## src/rtl/imm_ext_pipe_pkg.sv

```systemverilog
// Shared immediate-format encodings and FIFO state type for the decode pipeline.
package imm_ext_pipe_pkg;

  localparam int unsigned INS_W = 25;

  typedef enum logic [2:0] {
    ITYPE = 3'd0,
    STYPE = 3'd1,
    BTYPE = 3'd2,
    UTYPE = 3'd3,
    JTYPE = 3'd4,
    ZTYPE = 3'd5,
    RTYPE = 3'd6,
    NTYPE = 3'd7
  } imm_type_e;

  typedef enum logic [1:0] {
    EMPTY = 2'd0,
    ONE   = 2'd1,
    FULL  = 2'd2
  } fifo_state_e;

endpackage

```

## src/rtl/imm_ext_pipe_decode.sv

```systemverilog
// imm_decode: combinational RISC-V immediate extraction and extension from
// instruction bits [31:7]; reusable by any pipeline stage.
module imm_decode
  import imm_ext_pipe_pkg::*;
#(
  parameter int unsigned XLEN = 64
) (
  input  logic [INS_W-1:0] INS,
  input  logic [2:0]       TYPE,
  output logic [XLEN-1:0]  IMM
);

  logic [31:7]        ins;
  logic signed [31:0] imm32;

  assign ins = INS;

  always_comb begin
    imm32 = '0;
    case (TYPE)
      ITYPE:   imm32 = {{20{ins[31]}}, ins[31:20]};
      STYPE:   imm32 = {{20{ins[31]}}, ins[31:25], ins[11:7]};
      BTYPE:   imm32 = {{20{ins[31]}}, ins[7], ins[30:25], ins[11:8], 1'b0};
      UTYPE:   imm32 = {ins[31:12], 12'b0};
      JTYPE:   imm32 = {{12{ins[31]}}, ins[19:12], ins[20], ins[30:21], 1'b0};
      ZTYPE:   imm32 = {27'b0, ins[19:15]};
      default: imm32 = '0;
    endcase
  end

  // imm32 is signed, so widening to 64 replicates bit 31 (ZTYPE has it clear).
  assign IMM = XLEN'(imm32);

endmodule

```

## src/rtl/imm_ext_pipe.sv

```systemverilog
// Immediate-extension stage: decodes the immediate on entry and buffers
// finished results in a 2-deep valid/ready FIFO with registered IN_READY.
module imm_ext_pipe
  import imm_ext_pipe_pkg::*;
#(
  parameter int unsigned XLEN  = 64,
  parameter int unsigned TAG_W = 6
) (
  input  logic             CLK,
  input  logic             RST_N,
  input  logic             FLUSH,
  input  logic             IN_VALID,
  output logic             IN_READY,
  input  logic [INS_W-1:0] INS,
  input  logic [2:0]       TYPE,
  input  logic [TAG_W-1:0] IN_TAG,
  output logic             OUT_VALID,
  input  logic             OUT_READY,
  output logic [XLEN-1:0]  IMM,
  output logic [2:0]       OUT_TYPE,
  output logic [TAG_W-1:0] OUT_TAG
);

  fifo_state_e      state_q, state_d;
  logic             in_ready_q;
  logic             push, pop;
  logic             load_head_in, load_head_tail, load_tail;
  logic [XLEN-1:0]  dec_imm;
  logic [XLEN-1:0]  head_imm, tail_imm;
  logic [2:0]       head_type, tail_type;
  logic [TAG_W-1:0] head_tag, tail_tag;

  imm_decode #(.XLEN(XLEN)) u_imm_decode (
    .INS  (INS),
    .TYPE (TYPE),
    .IMM  (dec_imm)
  );

  assign push      = IN_VALID && in_ready_q;
  assign pop       = OUT_VALID && OUT_READY;
  assign OUT_VALID = (state_q != EMPTY);
  assign IN_READY  = in_ready_q;
  assign IMM       = head_imm;
  assign OUT_TYPE  = head_type;
  assign OUT_TAG   = head_tag;

  // Head slot drives the outputs directly; tail only fills when head is busy.
  always_comb begin
    state_d        = state_q;
    load_head_in   = 1'b0;
    load_head_tail = 1'b0;
    load_tail      = 1'b0;
    if (FLUSH) begin
      state_d = EMPTY;
    end else begin
      case (state_q)
        EMPTY: begin
          if (push) begin
            state_d      = ONE;
            load_head_in = 1'b1;
          end
        end
        ONE: begin
          if (push && pop) begin
            load_head_in = 1'b1;
          end else if (push) begin
            state_d   = FULL;
            load_tail = 1'b1;
          end else if (pop) begin
            state_d = EMPTY;
          end
        end
        FULL: begin
          if (pop) begin
            state_d        = ONE;
            load_head_tail = 1'b1;
          end
        end
        default: state_d = EMPTY;
      endcase
    end
  end

  always_ff @(posedge CLK) begin
    if (!RST_N) begin
      state_q    <= EMPTY;
      in_ready_q <= 1'b1;
    end else begin
      state_q    <= state_d;
      in_ready_q <= (state_d != FULL);
    end
  end

  always_ff @(posedge CLK) begin
    if (!RST_N) begin
      head_imm  <= '0;
      head_type <= NTYPE;
      head_tag  <= '0;
    end else if (load_head_in) begin
      head_imm  <= dec_imm;
      head_type <= TYPE;
      head_tag  <= IN_TAG;
    end else if (load_head_tail) begin
      head_imm  <= tail_imm;
      head_type <= tail_type;
      head_tag  <= tail_tag;
    end
  end

  always_ff @(posedge CLK) begin
    if (load_tail) begin
      tail_imm  <= dec_imm;
      tail_type <= TYPE;
      tail_tag  <= IN_TAG;
    end
  end

endmodule

```

## config.mk

```make
export PLATFORM = sky130hd
export DESIGN_NAME = imm_ext_pipe
export DESIGN_NICKNAME = d
export VERILOG_FILES = /design/src/rtl/imm_ext_pipe_pkg.sv /design/src/rtl/imm_ext_pipe_decode.sv /design/src/rtl/imm_ext_pipe.sv
export SDC_FILE = /design/constraint.sdc
export NUM_CORES = 1
export LEC_CHECK = 0
export BUFFER_PORTS_ARGS = -buffer_cell sky130_fd_sc_hd__buf_2
export CORE_MARGIN = 2
export CORE_UTILIZATION = 47
export DETAILED_ROUTE_END_ITERATION = 12
export HOLD_SLACK_MARGIN = 0.03
export PLACE_DENSITY = 0.79
export SETUP_SLACK_MARGIN = 0.2
export SLEW_MARGIN = 25
export SYNTH_ARGS = -nofsm -noshare
export SYNTH_HDL_FRONTEND = slang
export SYNTH_SLANG_ARGS = --single-unit
```

## constraint.sdc

```tcl
create_clock -name CLK -period 1.91 [get_ports CLK]
set_input_delay 0.191 -clock CLK [delete_from_list [all_inputs] [get_ports CLK]]
set_output_delay 0.191 -clock CLK [all_outputs]
set_load 0.01 [all_outputs]
```

After elaboration in Yosys (flattened, before gate mapping)
Index checks and enable logic that the tools add are counted.
{"block": "word_totals", "ff_bits": 117, "output_inout_bits": 75}
{"block": "classes", "muxes": 24, "eq_ne": 8, "n_reduce_logical": 7}
{"cell": "32-bit one-hot mux with 6 select lines", "count": 1}
{"cell": "64-bit two-way mux", "count": 2}
{"cell": "2-bit two-way mux", "count": 6}
{"cell": "6-bit two-way mux", "count": 2}
{"cell": "1-bit two-way mux", "count": 9}
{"cell": "3-bit by 2-bit == test with 1-bit output, second input constant", "count": 2}
{"cell": "3-bit == test, second input constant", "count": 2}
{"cell": "3-bit two-way mux", "count": 2}
{"cell": "2-bit one-hot mux with 3 select lines", "count": 1}
{"cell": "2-bit nonzero test", "count": 2}
{"cell": "3-bit by 1-bit == test with 1-bit output, second input constant", "count": 1}
{"cell": "1-bit logical AND", "count": 3}
{"cell": "3-bit zero test", "count": 1}
{"cell": "2-bit by 1-bit == test with 1-bit output, second input constant", "count": 1}
{"cell": "2-bit == test, second input constant", "count": 1}
{"cell": "2-bit zero test", "count": 1}
{"cell": "2-bit != test, second input constant", "count": 1}
{"cell": "1-bit one-hot mux with 2 select lines", "count": 1}

Longest topological paths before layout
Gate-level depths: netlist of run 1.
{"block": "logic_depth", "word_depth": 8, "mapped_depth": 6, "ltp_nobuf": 4}

Hierarchy
From an unflattened synthesis of run 1, not the netlist that was laid out.
{"block": "hier_totals", "cells_unflattened": 621, "area_unflattened_um2": 6441.2}
{"module": "imm_ext_pipe", "instances": 1, "seq_area_each_um2": 3713.6, "cells_each": 509, "area_each_um2": 5667.9}
{"module": "imm_decode", "instances": 1, "seq_area_each_um2": 0.0, "cells_each": 112, "area_each_um2": 773.2}

Worst setup path before layout of run 1
OpenSTA, ideal clock, no wires.
{"block": "synth_path", "path_type": "reg2reg", "start": "register in_ready_q (netlist: IN_READY)", "end": "register tail_imm[0] (enable)", "arrival_ns": 1.638, "period_less_slack_ns": 2.041, "stages_incl_launch_ff": 4, "n_path_buf": 0, "path_slack_ns": -0.131, "cell_sequence": "dfxtp_1 > nand2_1 > nor2_1 > and3_1"}
{"block": "synth_between", "elab_chain_len": 5, "elab_cells_between_ends": 6, "classes_between": "4 x mux; 2 x reduce/logical"}
{"item": "from (decl)", "line": "imm_ext_pipe.sv:25", "rtl": "logic in_ready_q;"}
{"item": "from (signal assigned)", "line": "imm_ext_pipe.sv:90", "rtl": "in_ready_q <= (state_d != FULL);"}
{"item": "1-bit logical AND (*)", "line": "imm_ext_pipe.sv:39", "rtl": "assign push = IN_VALID && in_ready_q;"}
{"item": "1-bit two-way mux / 1-bit logical AND (equally long branches)", "line": "imm_ext_pipe.sv:66, imm_ext_pipe.sv:64"}
{"item": "1-bit two-way mux (*)", "line": "imm_ext_pipe.sv:64", "rtl": "if (push && pop) begin"}
{"item": "1-bit two-way mux (*)", "line": "imm_ext_pipe.sv:56", "rtl": "case (state_q)"}
{"item": "1-bit two-way mux (*)", "line": "imm_ext_pipe.sv:53", "rtl": "if (FLUSH) begin"}
{"item": "named net load_tail", "line": "imm_ext_pipe.sv:27", "rtl": "logic load_head_in, load_head_tail, load_tail;"}
{"item": "to (signal assigned)", "line": "imm_ext_pipe.sv:112", "rtl": "tail_imm <= dec_imm;"}
{"item": "to (decl)", "line": "imm_ext_pipe.sv:29", "rtl": "logic [XLEN-1:0] head_imm, tail_imm;"}
Mark *: on every way through the listed nets, which the timed path passes. The rest lies on a longest branch.
A chain may end at the register's enable or synchronous reset.

Final worst setup path of run 1
{"block": "layout_path", "start": "register in_ready_q (netlist: IN_READY)", "end": "register head_imm[8] (netlist: IMM[8])"}
{"block": "layout_between", "elab_chain_len": 6, "elab_cells_between_ends": 8, "classes_between": "5 x mux; 3 x reduce/logical"}
{"item": "1-bit logical AND (*)", "line": "imm_ext_pipe.sv:39"}
{"item": "1-bit logical AND", "line": "imm_ext_pipe.sv:64"}
{"item": "1-bit two-way mux", "line": "imm_ext_pipe.sv:64"}
{"item": "1-bit one-hot mux with 2 select lines (*)", "line": "imm_ext_pipe.sv:56"}
{"item": "1-bit two-way mux (*)", "line": "imm_ext_pipe.sv:53"}
{"item": "64-bit two-way mux / 2-bit nonzero test (equally long branches)"}
{"item": "to (signal assigned)", "line": "imm_ext_pipe.sv:100", "rtl": "head_imm <= dec_imm;"}
{"item": "to (signal assigned)", "line": "imm_ext_pipe.sv:104", "rtl": "head_imm <= tail_imm;"}
{"item": "to (decl)", "line": "imm_ext_pipe.sv:29"}
Mark *: on every way between the ends. The rest lies on a longest branch, timed or not.

==> results of run 1 <==
==> power breakdown <==
| group | switching (W) | total [W] | internal (W) |
|---|---|---|---|
| clock | 0.000626 | 0.00150 | 0.000869 |
| sequential | 0.0000387 | 0.00201 | 0.00197 |
| combinational | 0.000291 | 0.000505 | 0.000214 |
| total | 0.000956 | 0.00401 | 0.00306 |
==> state kept, by name, summed over array words and instances (netlist names) <==
register / cells
IMM: 32
tail_type: 3
tail_tag: 6
OUT_TYPE: 3
OUT_TAG: 6
state_q: 2
tail_imm: 32
IN_READY: 1
==> metrics by stage <==
step	setup slack (ns)	cell area, sq um
after floorplan	0.306	3940
after global placement	0.156	4370
after detailed placement	0.0975	4370
after CTS	0.271	4620
after global routing	0.202	4620
final	0.308	4620
==> synthesized netlist by cell type (all sizes together) <==
library cell   n
o21a           1
edfxtp        41
nand2b         5
and4bb         1
a2bb2oi        1
a21oi         27
nand2         52
inv           14
nor3           1
a31oi         11
or4            1
nor3b          2
nand3b         1
nand3          5
a21boi         2
xor2           1
clkbuf         7
nor2b         13
or2            2
o21ai         11
buf           51
a221o          4
and2           1
a211oi         1
o22ai         19
a22oi          2
and3           2
nand4          1
a22o           2
mux2i         26
nor4           1
o2111ai        2
maj3           1
dfxtp         44
o211a         13
nor2          10
==> repair_timing <==
item | in CTS | in global routing
endpoints found under the setup margin | 37 | 33
buffers inserted | 0 | 0
endpoints found under the hold margin | 1 | 0
hold buffers | 1 | 0
gates resized for setup | 2 | 1
==> cell type report <==
class,count,area [sq um]
Clock buffer,10,128
Clock inverter,6,111
Fill cell,714,3550
Inverter,14,52.6
Multi-Input combinational cell,222,1390
Sequential cell,85,2110
Tap cell,105,131
Timing Repair Buffer,127,698
==> worst paths after layout <==
path	from	to	slack, ns	depth (start not counted)
setup / recovery	IN_READY	IMM[8]	0.31	5
setup reg to reg	IN_READY	IMM[8]	0.31	5
hold reg to reg	OUT_TAG[5]	OUT_TAG[5]	0.47	2
hold / removal	IN_TAG[5]	tail_tag[5]	0.04	1
==> layout by cell type, fill, tap and decap left out, drive strengths merged, types with 2 or more instances in the layout <==
master,instances
mux2i,26
a21boi,2
or2,2
a22o,2
nor2,10
o2111ai,2
nor3b,2
o21ai,11
a21oi,27
buf,126
inv,14
edfxtp,41
a221o,4
nor2b,13
nand3,5
bufinv,3
clkinv,2
a31oi,11
clkbuf,10
a22oi,2
o211a,13
nand2b,5
o22ai,19
nand2,52
dfxtp,44
and3,2
==> critical path, stage by stage (launching register included) <==
cell and delay (ns):
dfxtp_1 0.33, nand2_1 0.12, or4_4 0.58, buf_12 0.21
o21ai_0 0.18, a31oi_1 0.06
==> per-layer routing <==
metal  GRT usage [%]  vias up  part of all wire [%]
li1                -     1479                     -
met1            26.0     1409                    44
met2            30.9      133                    46
met3            4.51       10                   9.1
met4            6.19        0                   1.2
met5               0        -                     0
==> logic make-up (layout without fill, tap and decap cells) <==
kind of cell,after synthesis,in the layout
AOI/OAI and AO/OA,96,96
DFF,85,85
buffers and inverters,72,157
xor gates and xnor gates,1,1
and+or+nand+nor,98,98
muxes,26,26
adders and majority gates,1,1
==> impl_metrics.ini, run 1 <==
[outcome]
status = complete, no violations

[cells_and_area]
layout.cells.non_filler = 569
utilization_pct = 56.5
nets = 498
drive_above_1_share_pct = 32.1
antenna_cells = 0
syn_to_final_growth_pct = 17.4

[global_routing]
grt.total_usage_pct = 19.3
antenna_found_initial = 0
grt_pass1_vias = 2660
grt-ovfl-total = 0
grt_max_degree = 48
grt_pass1_wl_um = 13500

[sta]
rsz0062_at_grt = no
slew_headroom_pct = 51.0
setup_tns_ns = 0
report.final.slew_viol_count = 0
finalHoldViolCount = 0
skew_ns = 0.00545
max_freq_mhz = 624
tightest_slew_ns = 0.733
fin_crit_ns = 1.60
hold-worst-slack_ns = 0.0398
setup_viol = 0
min_period_over_period_pct = 83.9

[route]
wl_um = 8620
antenna_left = 0
via_per_inst = 5.33
drt_iter0_markers = 179
drt_pass1_iterations = 4
vias = 3031
drc_errors = 0
wire_per_inst_um = 15.2

[synthesis]
post-synth-top-area-fraction_pct = 31.3
syn_nets = 418
ys_ff_latch = 85
synthXorXnorAreaFrac_pct = 0.223
synthCells = 379
ys_types = 40
yosys.area_share.adder_pct = 0.254
synth-simple-area-share_pct = 11.8
avgSynthCellArea_sq_um = 10.4
synth-seq-area-share_pct = 53.7
synth_top_family_by_area = compound AO/OA/AOI/OAI gates
mappedNetlistArea_sq_um = 3940
synth_compound_area_share_pct = 16.2
yosys_warnings = 0
yosysTopAreaCell = edfxtp_1
yosys-top-cells-area = edfxtp_1, dfxtp_1, buf_4
synthMuxAreaShare_pct = 6.61

[critical_path]
critical_path_class = flop to flop
worstPathArrival_ns = 1.83
cp_max_fo = 47
end_kind = flop
cp.required_ns = 2.13
crit_path_start_kind = flop

[floorplanning]
core_sq_um = 8180
fp.dieW_um = 95.5
rows = 33
die_h_um = 95.5
boundaryPins = 114
start_util_pct = 48.1
die_area_sq_um = 9120

[clock_tree]
clk_pin_slew_ns = 0.08
clk_path_buf_depth = 2
cts.sinks = 85
insertion_delay_ns = 0.34
numCtsBuffers = 9
cts_tree = built
cts-htree-levels = 3
root_buffer = clkbuf_8

[place]
gp_congestion = 0.802
placed_cells = 552
place_hpwl_um = 6120
numPortBuffers = 113

[power]
ir_drop_uv = 476
finalPower_w = 0.00401
pwr_density_cell_nw_per_um2 = 868
leakagePower_nw = 2.09

[min_path]
hp-class = input pin to flop

[run]
drv_cap = 0
No activity file was read; power rests on OpenSTA's default activity.
==> run 2: changes to the inputs <==
Clock period 1.91 ns to 1.4 ns, I/O delays scaled along.
==> impl_metrics.ini, run 2 (synthesized netlist as in run 1, its figures left out) <==
[critical_path]
r2r_start = IN_READY
worstPathArrival_ns = 1.72
startpoint = IN_READY
critical_path_class = flop to flop
cp.required_ns = 1.66
end_kind = flop
crit_path_start_kind = flop
cp_max_fo = 32

[sta]
min_period_over_period_pct = 104
finalHoldViolCount = 0
setup_tns_ns = -1.01
rsz0062_at_grt = yes
tightest_slew_ns = 0.556
setup_viol = 40
skew_ns = 0.00732
slew_headroom_pct = 62.9
setup_ws_ns = -0.0602
max_freq_mhz = 685
report.final.slew_viol_count = 0
fin_crit_ns = 1.46

[clock_tree]
clk_pin_slew_ns = 0.10
clk_path_buf_depth = 2
cts_tree = built
insertion_delay_ns = 0.36
cts-htree-levels = 3
root_buffer = clkbuf_8
cts.sinks = 85
numCtsBuffers = 9

[cells_and_area]
drive_above_1_share_pct = 38.2
utilization_pct = 61.6
final_area_sq_um = 5030
antenna_cells = 0
syn_to_final_growth_pct = 27.9
layout_commonest_cell = buf_2
nets = 523
final_cell_mix = buf_2, nand2_1, edfxtp_1, dfxtp_1, a21oi_1

[run]
drv_cap = 0

[route]
drt_pass1_iterations = 4
drc_errors = 0
antenna_left = 0
vias = 3169
drt_iter0_markers = 149
wire_per_inst_um = 15.8
via_per_inst = 5.34
wl_um = 9370

[outcome]
failed_checks = negative setup slack
status = finished, violations left

[floorplanning]
die_h_um = 95.5
rows = 33
fp.dieW_um = 95.5
core_sq_um = 8180
start_util_pct = 48.1
boundaryPins = 114
die_area_sq_um = 9120

[global_routing]
grt_pass1_vias = 2932
antenna_found_initial = 0
grt_max_degree = 35
grt_pass1_wl_um = 14400
grt-ovfl-total = 0
grt.total_usage_pct = 20.6

[place]
place_hpwl_um = 6300
place_area_sq_um = 4510
gp_congestion = 0.887
numPortBuffers = 113

[power]
pwr_density_cell_nw_per_um2 = 1040
leakagePower_nw = 2.26
ir_drop_uv = 691

[min_path]
hp-class = input pin to flop
min_from = TYPE[0]
## run 2: changes by cell type in the layout (fill, tap and decap cells not counted), sizes merged
| cell | previous run | this run |
|---|---|---|
| dlygate4sd3 | 1 | 7 |
| inv | 14 | 20 |
| buf | 126 | 144 |
| clkinv | 2 | 1 |
| bufinv | 3 | 0 |
| clkinvlp | 1 | 0 |
## run 2: routing by layer
layer	global-route usage [%]	vias up	part of all wire [%]
met5	0	-	0
met4	6.90	0	1.0
met3	3.95	10	5.5
met2	34.3	94	49
met1	27.1	1530	45
li1	-	1535	-
## run 2: final cells by class
type	count	area (sq um)
clock buffer	9	124
clock inverter	7	63.8
fill	686	3140
inverter	14	52.6
multi-input combinational	222	1460
sequential	85	2120
tap	105	131
timing repair buffer	152	1080
## run 2: power by group
| part | leakage, nW | total (W) | internal (W) | switching (W) |
|---|---|---|---|---|
| sequential | 0.738 | 0.00274 | 0.00269 | 0.0000447 |
| combinational | 1.43 | 0.000801 | 0.000362 | 0.000439 |
| clock | 0.0975 | 0.00169 | 0.000692 | 0.00100 |
## run 2: worst paths after layout
kind                  end  slack [ns]  depth (start not counted)
min          tail_type[0]        0.09                          1
max reg2reg        IMM[2]       -0.06                          4
max                IMM[2]       -0.06                          4
min reg2reg    OUT_TAG[3]        0.48                          2
## run 2: worst max-delay path: stages (launching register included)
cell and delay [ns]:
dfxtp_2 0.35, nand2_2 0.06, or4_4 0.54, buf_12 0.20, o211a_1 0.21
## run 2: through the flow
stage	total power (W)	worst slack, ns	hold slack [ns]	instances
after floorplan	0.00329	-0.0725	0.216	379
after global routing	0.00543	-0.116	0.111	594
after global placement	0.00350	-0.0440	0.334	561
after CTS	0.00520	-0.0542	0.0842	590
after detailed placement	0.00352	-0.129	0.335	561
final	0.00523	-0.0602	0.0920	594
## run 2: repair_timing
item	CTS	global route
hold endpoints to repair	7	0
hold buffers	7	0
resized for setup	15	25
gates cloned	2	1
pin swaps	0	2
setup buffers	4	3
endpoints found under the setup margin	117	119
